--- config.mk ---
export PLATFORM = sky130hd
export DESIGN_NAME = shift_left_seq
export DESIGN_NICKNAME = d
export VERILOG_FILES = /design/src/rtl/alu_pkg.sv /design/src/rtl/shl_step.sv /design/src/rtl/shift_left_seq.sv
export SDC_FILE = /design/constraint.sdc
export NUM_CORES = 1
export LEC_CHECK = 0
export BUFFER_PORTS_ARGS = -buffer_cell sky130_fd_sc_hd__buf_2
export CAP_MARGIN = 20
export CELL_PAD_IN_SITES_DETAIL_PLACEMENT = 0
export CELL_PAD_IN_SITES_GLOBAL_PLACEMENT = 1
export CORE_MARGIN = 4
export CORE_UTILIZATION = 39
export CTS_CLUSTER_DIAMETER = 150
export CTS_CLUSTER_SIZE = 12
export DETAILED_ROUTE_END_ITERATION = 8
export PLACE_DENSITY = 0.76
export SETUP_SLACK_MARGIN = 0.4
export SYNTH_ARGS = -nofsm -noshare
export SYNTH_HDL_FRONTEND = slang
export SYNTH_SLANG_ARGS = --single-unit
export TNS_END_PERCENT = 30
--- constraint.sdc ---
create_clock -name clk -period 1.93 [get_ports clk]
set_clock_uncertainty 0.1 [all_clocks]
set_input_delay 0.386 -clock clk [delete_from_list [all_inputs] [get_ports clk]]
set_output_delay 0.386 -clock clk [all_outputs]
set_load 0.005 [all_outputs]
--- src/rtl/alu_pkg.sv ---
// alu_pkg -- shared definitions for the ALU shift blocks.
//   ALU_W       operand/result width
//   SHAMT_W     shift-amount width ($clog2(ALU_W))
//   shl_state_t control states of the sequential left shifter
package alu_pkg;

    localparam int ALU_W   = 32;
    localparam int SHAMT_W = 5;

    typedef enum logic [1:0] {
        IDLE  = 2'd0,
        SHIFT = 2'd1,
        DONE  = 2'd2
    } shl_state_t;

endpackage

--- src/rtl/shl_step.sv ---
// shl_step -- combinational single step of the sequential left shifter.
// Given the current accumulator and remaining count, produces the values
// after one SHIFT cycle.
// Build option: SHL_STEP4_EN -- when defined, a step shifts by 4 whenever at
// least 4 positions remain, otherwise by 1. When undefined, always by 1.
// Ports:
//   acc_i  in  WIDTH  current accumulator
//   cnt_i  in  SHW    remaining shift positions (>= 1 when used)
//   acc_o  out WIDTH  accumulator after this step
//   cnt_o  out SHW    remaining positions after this step
import alu_pkg::*;

module shl_step #(
    parameter int WIDTH = ALU_W,
    parameter int SHW   = SHAMT_W
) (
    input  logic [WIDTH-1:0] acc_i,
    input  logic [SHW-1:0]   cnt_i,
    output logic [WIDTH-1:0] acc_o,
    output logic [SHW-1:0]   cnt_o
);

`ifdef SHL_STEP4_EN
    always_comb begin
        if (cnt_i >= SHW'(4)) begin
            acc_o = acc_i << 4;
            cnt_o = cnt_i - SHW'(4);
        end else begin
            acc_o = acc_i << 1;
            cnt_o = cnt_i - SHW'(1);
        end
    end
`else
    assign acc_o = acc_i << 1;
    assign cnt_o = cnt_i - SHW'(1);
`endif

endmodule

--- src/rtl/shift_left_seq.sv ---
// shift_left_seq -- multi-cycle logical left shifter (zero fill, no sign).
// A start pulse in IDLE captures A and B; the operand is shifted in SHIFT
// and the result is registered into out on the edge that enters DONE,
// where done pulses for one cycle.
// Build option: SHL_STEP4_EN (see shl_step) -- shortens latency only; the
// result is the same in both builds.
// Ports:
//   clk    in   1      clock, rising edge
//   rst_n  in   1      synchronous active-low reset
//   start  in   1      request, sampled only in IDLE
//   A      in   WIDTH  operand, captured on accepted start
//   B      in   SHW    shift amount, captured on accepted start
//   out    out  WIDTH  result; holds until the next DONE entry
//   busy   out  1      high in SHIFT and DONE
//   done   out  1      one-cycle completion pulse
import alu_pkg::*;

module shift_left_seq #(
    parameter int WIDTH = ALU_W,
    parameter int SHW   = $clog2(WIDTH)
) (
    input  logic             clk,
    input  logic             rst_n,
    input  logic             start,
    input  logic [WIDTH-1:0] A,
    input  logic [SHW-1:0]   B,
    output logic [WIDTH-1:0] out,
    output logic             busy,
    output logic             done
);

    shl_state_t       state_q, state_d;
    logic [WIDTH-1:0] acc_q, acc_d;
    logic [SHW-1:0]   cnt_q, cnt_d;
    logic [WIDTH-1:0] out_q, out_d;

    logic [WIDTH-1:0] step_acc;
    logic [SHW-1:0]   step_cnt;

    shl_step #(
        .WIDTH (WIDTH),
        .SHW   (SHW)
    ) u_step (
        .acc_i (acc_q),
        .cnt_i (cnt_q),
        .acc_o (step_acc),
        .cnt_o (step_cnt)
    );

    always_ff @(posedge clk) begin
        if (!rst_n) begin
            state_q <= IDLE;
            acc_q   <= '0;
            cnt_q   <= '0;
            out_q   <= '0;
        end else begin
            state_q <= state_d;
            acc_q   <= acc_d;
            cnt_q   <= cnt_d;
            out_q   <= out_d;
        end
    end

    always_comb begin
        state_d = state_q;
        acc_d   = acc_q;
        cnt_d   = cnt_q;
        out_d   = out_q;
        case (state_q)
            IDLE: begin
                if (start) begin
                    acc_d = A;
                    cnt_d = B;
                    if (B == '0) begin
                        // Zero shift: result is the operand itself, go straight to DONE.
                        state_d = DONE;
                        out_d   = A;
                    end else begin
                        state_d = SHIFT;
                    end
                end
            end
            SHIFT: begin
                acc_d = step_acc;
                cnt_d = step_cnt;
                // The step that exhausts the count also publishes the result.
                if (step_cnt == '0) begin
                    state_d = DONE;
                    out_d   = step_acc;
                end
            end
            DONE: begin
                state_d = IDLE;
            end
            default: begin
                state_d = IDLE;
            end
        endcase
    end

    assign out  = out_q;
    assign busy = (state_q != IDLE);
    assign done = (state_q == DONE);

endmodule

==> results.ini, run 1 <==
[grt]
grt.met1_usage = 0.208
grt_max_degree = 28
met3_usage = 0.0337
grt_antenna_before_repair = 0
overflow = 0
top_usage_layer = met2
grt_pass1_wl_um = 13000
use_met2 = 0.277
grt_usage = 0.167
grt_pass1_vias = 2757

[detailed_routing]
wirelength_um = 7770
first_pass_iters = 4
drcViolationCount = 0
vias = 2675
via_per_inst = 4.90
wire_per_inst_um = 14.2
postRouteAntennaNets = 0
drt-initial-drc-count = 83

[setup_path]
worstSetupPathType = flop to flop
path_buf_inv = 2
path_cells = inv_4 > ha_4 > xnor2_2 > nand3b_1 > o32a_4 > buf_12 > mux2i_2
critical_path_arrival_ns = 1.90
critPathRequiredTime_ns = 2.05
cp_max_fo = 7
slowest_stage = o32a_4
critPathLaunchType = flop
crit_family = compound AO/OA/AOI/OAI gates
slowest_delay_ns = 0.40
reg2reg_slack_ns = 0.15
critPathCaptureType = flop

[power_and_ir_drop]
power.leakage_nw = 1.95
ir_drop_mv = 0.430
power.density_mw_per_mm2 = 905

[clocking]
clkLatencyLatePin_ns = 0.34
cts_buffer_depth = 2
clock_sinks = 70
path_clk_slew_ns = 0.08
cts_tree = built
htreeDepth = 3
cts_hold_buf = 0
root_buffer = clkbuf_8
cts_made_buffers = 9

[yosys]
synth_xor_area_frac = 0.00844
synthCells = 361
synth_warnings = 0
netlist_area_mm2 = 0.00311
ys_types = 31
synth_mux_area_frac = 0.208
synth_top_family_by_area = simple AND/OR/NAND/NOR gates
syn-num-nets = 403
ys_seq_area_frac = 0.450
synth_compound_area_frac = 0.0382
synthAdderAreaFrac = 0.00804
syn_area_per_cell_um2 = 8.62
yosys.area_share.simple = 0.238
ys_ff_latch = 70

[floorplanning]
die_x_um = 97.3
coreArea_mm2 = 0.00773
initial_core_util = 0.403
rows = 32
io-pin-count = 74
die_area_mm2 = 0.00947
chipHeight_um = 97.3

[finish]
regArea_mm2 = 0.00141
area_delta_synth_final_pct = 27.1
multi_input_area_mm2 = 0.00161
drive_gt1_frac = 0.338
num_antenna_cells = 0
nNetsFinal = 481
nFillCells = 747

[flow_run]
drv_cap = 0

[sta]
final_max_slew_viol_count = 0
rsz0062_at_grt = true
slew_headroom = 0.788
setup_tns_ns = 0
period_share = 0.922
layout_min_cycle_time_ns = 1.78
max_freq_mhz = 562
setup_violations = 0
fin_ws_ns = 0.151
finalHoldViolCount = 0
tightest_slew_ns = 0.313

[placed_design]
place_ws_ns = 0.194
place_congestion = 0.837
io_buffer_count = 73
dp.final_hpwl_um = 5220

[outcome]
status = complete, no violations

[hold_path]
hold_class = input pin to flop

[cell type report]
type | instances | area share
Sequential cell | 70 | 0.356
Clock inverter | 5 | 0.0209
Multi-Input combinational cell | 261 | 0.407
Timing Repair Buffer | 92 | 0.143
Inverter | 5 | 0.00538
Clock buffer | 11 | 0.0357
Tap cell | 102 | 0.0323
[through the flow]
stage          hold WS, ns   util  power (mW)  cells  area, um2
2_1_floorplan        0.350      -        2.06    361       3130
3_3_place_gp         0.343  0.468        2.22    525       3610
3_5_place_dp         0.351  0.468        2.23    525       3610
4_1_cts              0.254  0.503        3.56    543       3880
5_1_grt              0.292  0.512        3.75    546       3960
6_report             0.263  0.512        3.58    546       3960
[where the power goes]
part           internal (mW)  switching (mW)
logic                  0.306           0.330
clock network          0.767           0.567
registers               1.55          0.0638
[registers in the layout, indices dropped and copies added, names as in the netlist]
signal	flops
acc_q	31
cnt_q	5
state_q	2
out	32
[worst paths after layout]
path,from,to,depth (start not counted)
setup / recovery,cnt_q[0]$_SDFFE_PN0P_,out[22]$_SDFFE_PN0P_,7
hold / removal,A[31],out[31]$_SDFFE_PN0P_,3
setup reg to reg,cnt_q[0]$_SDFFE_PN0P_,out[22]$_SDFFE_PN0P_,7
hold reg to reg,out[6]$_SDFFE_PN0P_,out[6]$_SDFFE_PN0P_,2
[what timing repair did]
action / in CTS / in global routing
setup buffers: 1 / 2
pin swaps: 0 / 1
gates resized for setup: 2 / 8
cloned: 1 / 1
setup endpoints to repair: 66 / 70
[worst reg2reg max path: cells and delay by family (launching register included)]
kind | cells | cell delay [ns]
multiplexers | 1 | 0.15
AND/OR/NAND/NOR | 1 | 0.12
buffers and inverters | 2 | 0.22
adder cells (fa/ha/maj) | 1 | 0.17
AO/OA/AOI/OAI | 1 | 0.40
XOR/XNOR | 1 | 0.13
flip-flops | 1 | 0.38
[synth_stat cells]
| cell type | n | area (um2) |
|---|---|---|
| o32a_1 | 1 | 10.0 |
| nand2_1 | 65 | 244 |
| o311ai_0 | 1 | 8.76 |
| mux2_2 | 30 | 338 |
| a211oi_1 | 5 | 37.5 |
| or3_1 | 1 | 6.26 |
| o21bai_1 | 1 | 7.51 |
| clkbuf_1 | 14 | 52.6 |
| dfxtp_1 | 70 | 1400 |
| nor3_1 | 34 | 170 |
| nor2b_1 | 2 | 12.5 |
| xor2_1 | 1 | 8.76 |
| nor3b_1 | 1 | 7.51 |
| ha_1 | 2 | 25.0 |
| nand3b_1 | 2 | 15.0 |
| and2_1 | 1 | 6.26 |
| a221oi_1 | 1 | 8.76 |
| o21ai_0 | 4 | 20.0 |
| nand2b_1 | 2 | 12.5 |
| inv_1 | 4 | 15.0 |
| xnor2_1 | 2 | 17.5 |
| inv_2 | 1 | 3.75 |
| nand3_1 | 1 | 5.00 |
| o2bb2ai_1 | 1 | 8.76 |
| and3_1 | 1 | 6.26 |
| buf_6 | 4 | 45.0 |
| nor2_1 | 68 | 255 |
| o211ai_1 | 1 | 7.51 |
| a21oi_1 | 2 | 10.0 |
| mux2i_1 | 31 | 310 |
| buf_2 | 7 | 35.0 |
[placed cells by master (no fill, tap or decap), types with 2 or more instances in the layout]
master | netlist | routed
nand2_1 | 65 | 65
inv_2 | 1 | 2
a21oi_1 | 2 | 2
dfxtp_1 | 70 | 68
nor2b_1 | 2 | 2
clkinv_4 | 0 | 2
nand3b_1 | 2 | 2
buf_2 | 7 | 73
nor3_1 | 34 | 34
inv_1 | 4 | 2
buf_4 | 0 | 15
a211oi_1 | 5 | 5
clkbuf_8 | 0 | 10
mux2i_1 | 31 | 30
o21ai_0 | 4 | 4
mux2_2 | 30 | 30
bufinv_16 | 0 | 2
nor2_1 | 68 | 67
[per-layer routing]
layer	wire length, um	share of wire	vias up
li1	-	-	1358
met5	0	0	-
met1	3610	0.46	1242
met4	165	0.021	0
met3	344	0.044	16
met2	3650	0.47	59
[cells by family (layout without fill, tap and decap cells)]
kind of cell,Yosys count,after routing
and+or+nand+nor,178,178
DFF,70,70
muxes,61,61
buffers and inverters,30,113
AOI/OAI and AO/OA,17,17
xor gates and xnor gates,3,3
adders and majority gates,2,2
No activity file was read; power rests on OpenSTA's default activity.
==> run 2: changes to the inputs <==
CORE_UTILIZATION = 40   (was 39)
PLACE_DENSITY = 0.77   (was 0.76)
SKIP_CTS_REPAIR_TIMING = 1   (was default)
clock period = 2.1 ns   (was 1.93 ns; I/O delays follow)
==> results.ini, run 2 (synthesized netlist as in run 1, its figures left out) <==
[finish]
finish.utilization = 0.536  ; +0.0239
nNetsFinal = 480  ; -0.21%
most-common-layout-cells = 73 x buf_2, 68 x dfxtp_1, 67 x nor2_1
multi_input_area_mm2 = 0.00160  ; -0.62%
area_delta_synth_final_pct = 27.5
drive_gt1_frac = 0.332  ; -0.00601
largest_reg_flops = 32  ; unchanged
nFillCells = 713  ; -4.6%
regArea_mm2 = 0.00141  ; unchanged
final_common_cell = buf_2
num_antenna_cells = 0  ; unchanged

[detailed_routing]
drt-initial-drc-count = 70  ; -16%
via_per_inst = 4.87  ; -0.50%
first_pass_iters = 5  ; +1
postRouteAntennaNets = 0  ; unchanged
drcViolationCount = 0  ; unchanged
wire_per_inst_um = 13.9  ; -2.2%
vias = 2642  ; -1.2%
wirelength_um = 7550  ; -2.9%

[clocking]
cts_buffer_depth = 2  ; unchanged
root_buffer = clkbuf_8
clkLatencyLatePin_ns = 0.34  ; about the same
path_clk_slew_ns = 0.07  ; about the same
htreeDepth = 3  ; unchanged
cts_made_buffers = 9  ; unchanged
clock_sinks = 70  ; unchanged
cts_tree = built

[power_and_ir_drop]
power.density_mw_per_mm2 = 826  ; -8.8%
seq_power_share = 0.452  ; +0.002
swShare = 0.266  ; -0.00187
ir_drop_mv = 0.377  ; -12%
p_int_mw = 2.40  ; -8.2%
clkPwrFrac = 0.373  ; about the same
p_comb_frac = 0.175  ; -0.003
p_sw_mw = 0.873  ; -9.1%
power.leakage_nw = 1.97  ; +0.65%

[sta]
finalHoldViolCount = 0  ; unchanged
final_max_slew_viol_count = 0  ; unchanged
max_freq_mhz = 544  ; -3.2%
tightest_slew_ns = 0.415  ; +0.102 ns
rsz0062_at_grt = true
slew_headroom = 0.723  ; -0.0654
setup_tns_ns = 0  ; unchanged
setup_violations = 0  ; unchanged
period_share = 0.875  ; -0.0470
layout_min_cycle_time_ns = 1.84  ; +0.0580 ns

[placed_design]
io_buffer_count = 73  ; unchanged
dp.final_hpwl_um = 4740  ; -9.2%
place_congestion = 0.770  ; -8.0%

[setup_path]
critPathLaunchType = flop
worstSetupPathType = flop to flop
critPathCaptureType = flop
critPathRequiredTime_ns = 2.23  ; +0.18 ns
critical_path_arrival_ns = 1.97  ; +0.07 ns
cp_max_fo = 6  ; -1

[floorplanning]
io-pin-count = 74  ; unchanged
rows = 31  ; -3.1%
die_area_mm2 = 0.00925  ; -2.3%
chipHeight_um = 96.2  ; -1.2%
initial_core_util = 0.420  ; +0.0173
die_x_um = 96.2  ; -1.2%
coreArea_mm2 = 0.00741  ; -4.1%

[outcome]
status = complete, no violations

[flow_run]
drv_cap = 0  ; unchanged

[hold_path]
hold_class = input pin to flop

[grt]
grt_pass1_vias = 2420  ; -12%
grt_usage = 0.157  ; -0.00947
overflow = 0  ; unchanged
grt_antenna_before_repair = 0  ; unchanged
grt_pass1_wl_um = 11300  ; -13%
grt_max_degree = 66  ; +140%

## run 2: changes by cell type in the layout (fill, tap and decap cells not counted), moves of 2 or more
cell	delta
buf_4	-4
buf_12	+2
clkbuf_16	+2
clkinv_4	-2
## run 2: worst max-delay path, cell delays in order (launching register included)
cell	delay (ns)
dfxtp_4	0.38
inv_4	0.04
ha_4	0.16
xnor2_2	0.12
nand3b_1	0.13
o32a_4	0.49
clkbuf_16	0.20
mux2i_1	0.11
## run 2: per-layer routing
| metal | global-route usage | part of all wire | routed length (um) | vias up |
|---|---|---|---|---|
| li1 | - | - | - | 1352 |
| met1 | 0.211 | 0.49 | 3680 | 1205 |
| met2 | 0.242 | 0.45 | 3380 | 72 |
| met3 | 0.0438 | 0.051 | 383 | 13 |
| met4 | 0.0545 | 0.014 | 107 | 0 |
| met5 | 0 | 0 | 0 | - |
## run 2: worst paths after layout
path,from,to,slack [ns],depth (start not counted)
setup / recovery,cnt_q[0]$_SDFFE_PN0P_,out[22]$_SDFFE_PN0P_,0.26,7
hold / removal,A[31],out[31]$_SDFFE_PN0P_,0.28,3
setup reg to reg,cnt_q[0]$_SDFFE_PN0P_,out[22]$_SDFFE_PN0P_,0.26,7
hold reg to reg,out[4]$_SDFFE_PN0P_,out[4]$_SDFFE_PN0P_,0.36,2
## run 2: layout make-up
| class | count | share of cell area |
|---|---|---|
| multi-input cells | 261 | 0.403 |
| well taps | 99 | 0.0312 |
| flip-flops and latches | 70 | 0.354 |
| clock buffers | 11 | 0.0356 |
| inverters | 5 | 0.00536 |
| clock inverters | 5 | 0.0205 |
| repair buffers | 91 | 0.150 |
## run 2: power groups by stage
stage / Sequential [mW] / Combinational, mW / Clock (mW)
after floorplan: 1.49 / 0.392 / 0
after detailed placement: 1.51 / 0.529 / 0
after global placement: 1.51 / 0.527 / 0
after CTS: 1.48 / 0.533 / 1.25
final: 1.48 / 0.574 / 1.22
after global routing: 1.49 / 0.638 / 1.31
## run 2: stage by stage
stage / cells / area [um2] / hold WS, ns / setup slack (ns) / total power, mW
floorplan: 361 / 3120 / 0.350 / 0.419 / 1.88
global placement: 520 / 3580 / 0.342 / 0.309 / 2.03
detailed placement: 520 / 3580 / 0.347 / 0.263 / 2.04
CTS: 536 / 3810 / 0.272 / 0.262 / 3.26
global route: 542 / 3970 / 0.321 / 0.206 / 3.44
finish: 542 / 3970 / 0.282 / 0.263 / 3.28
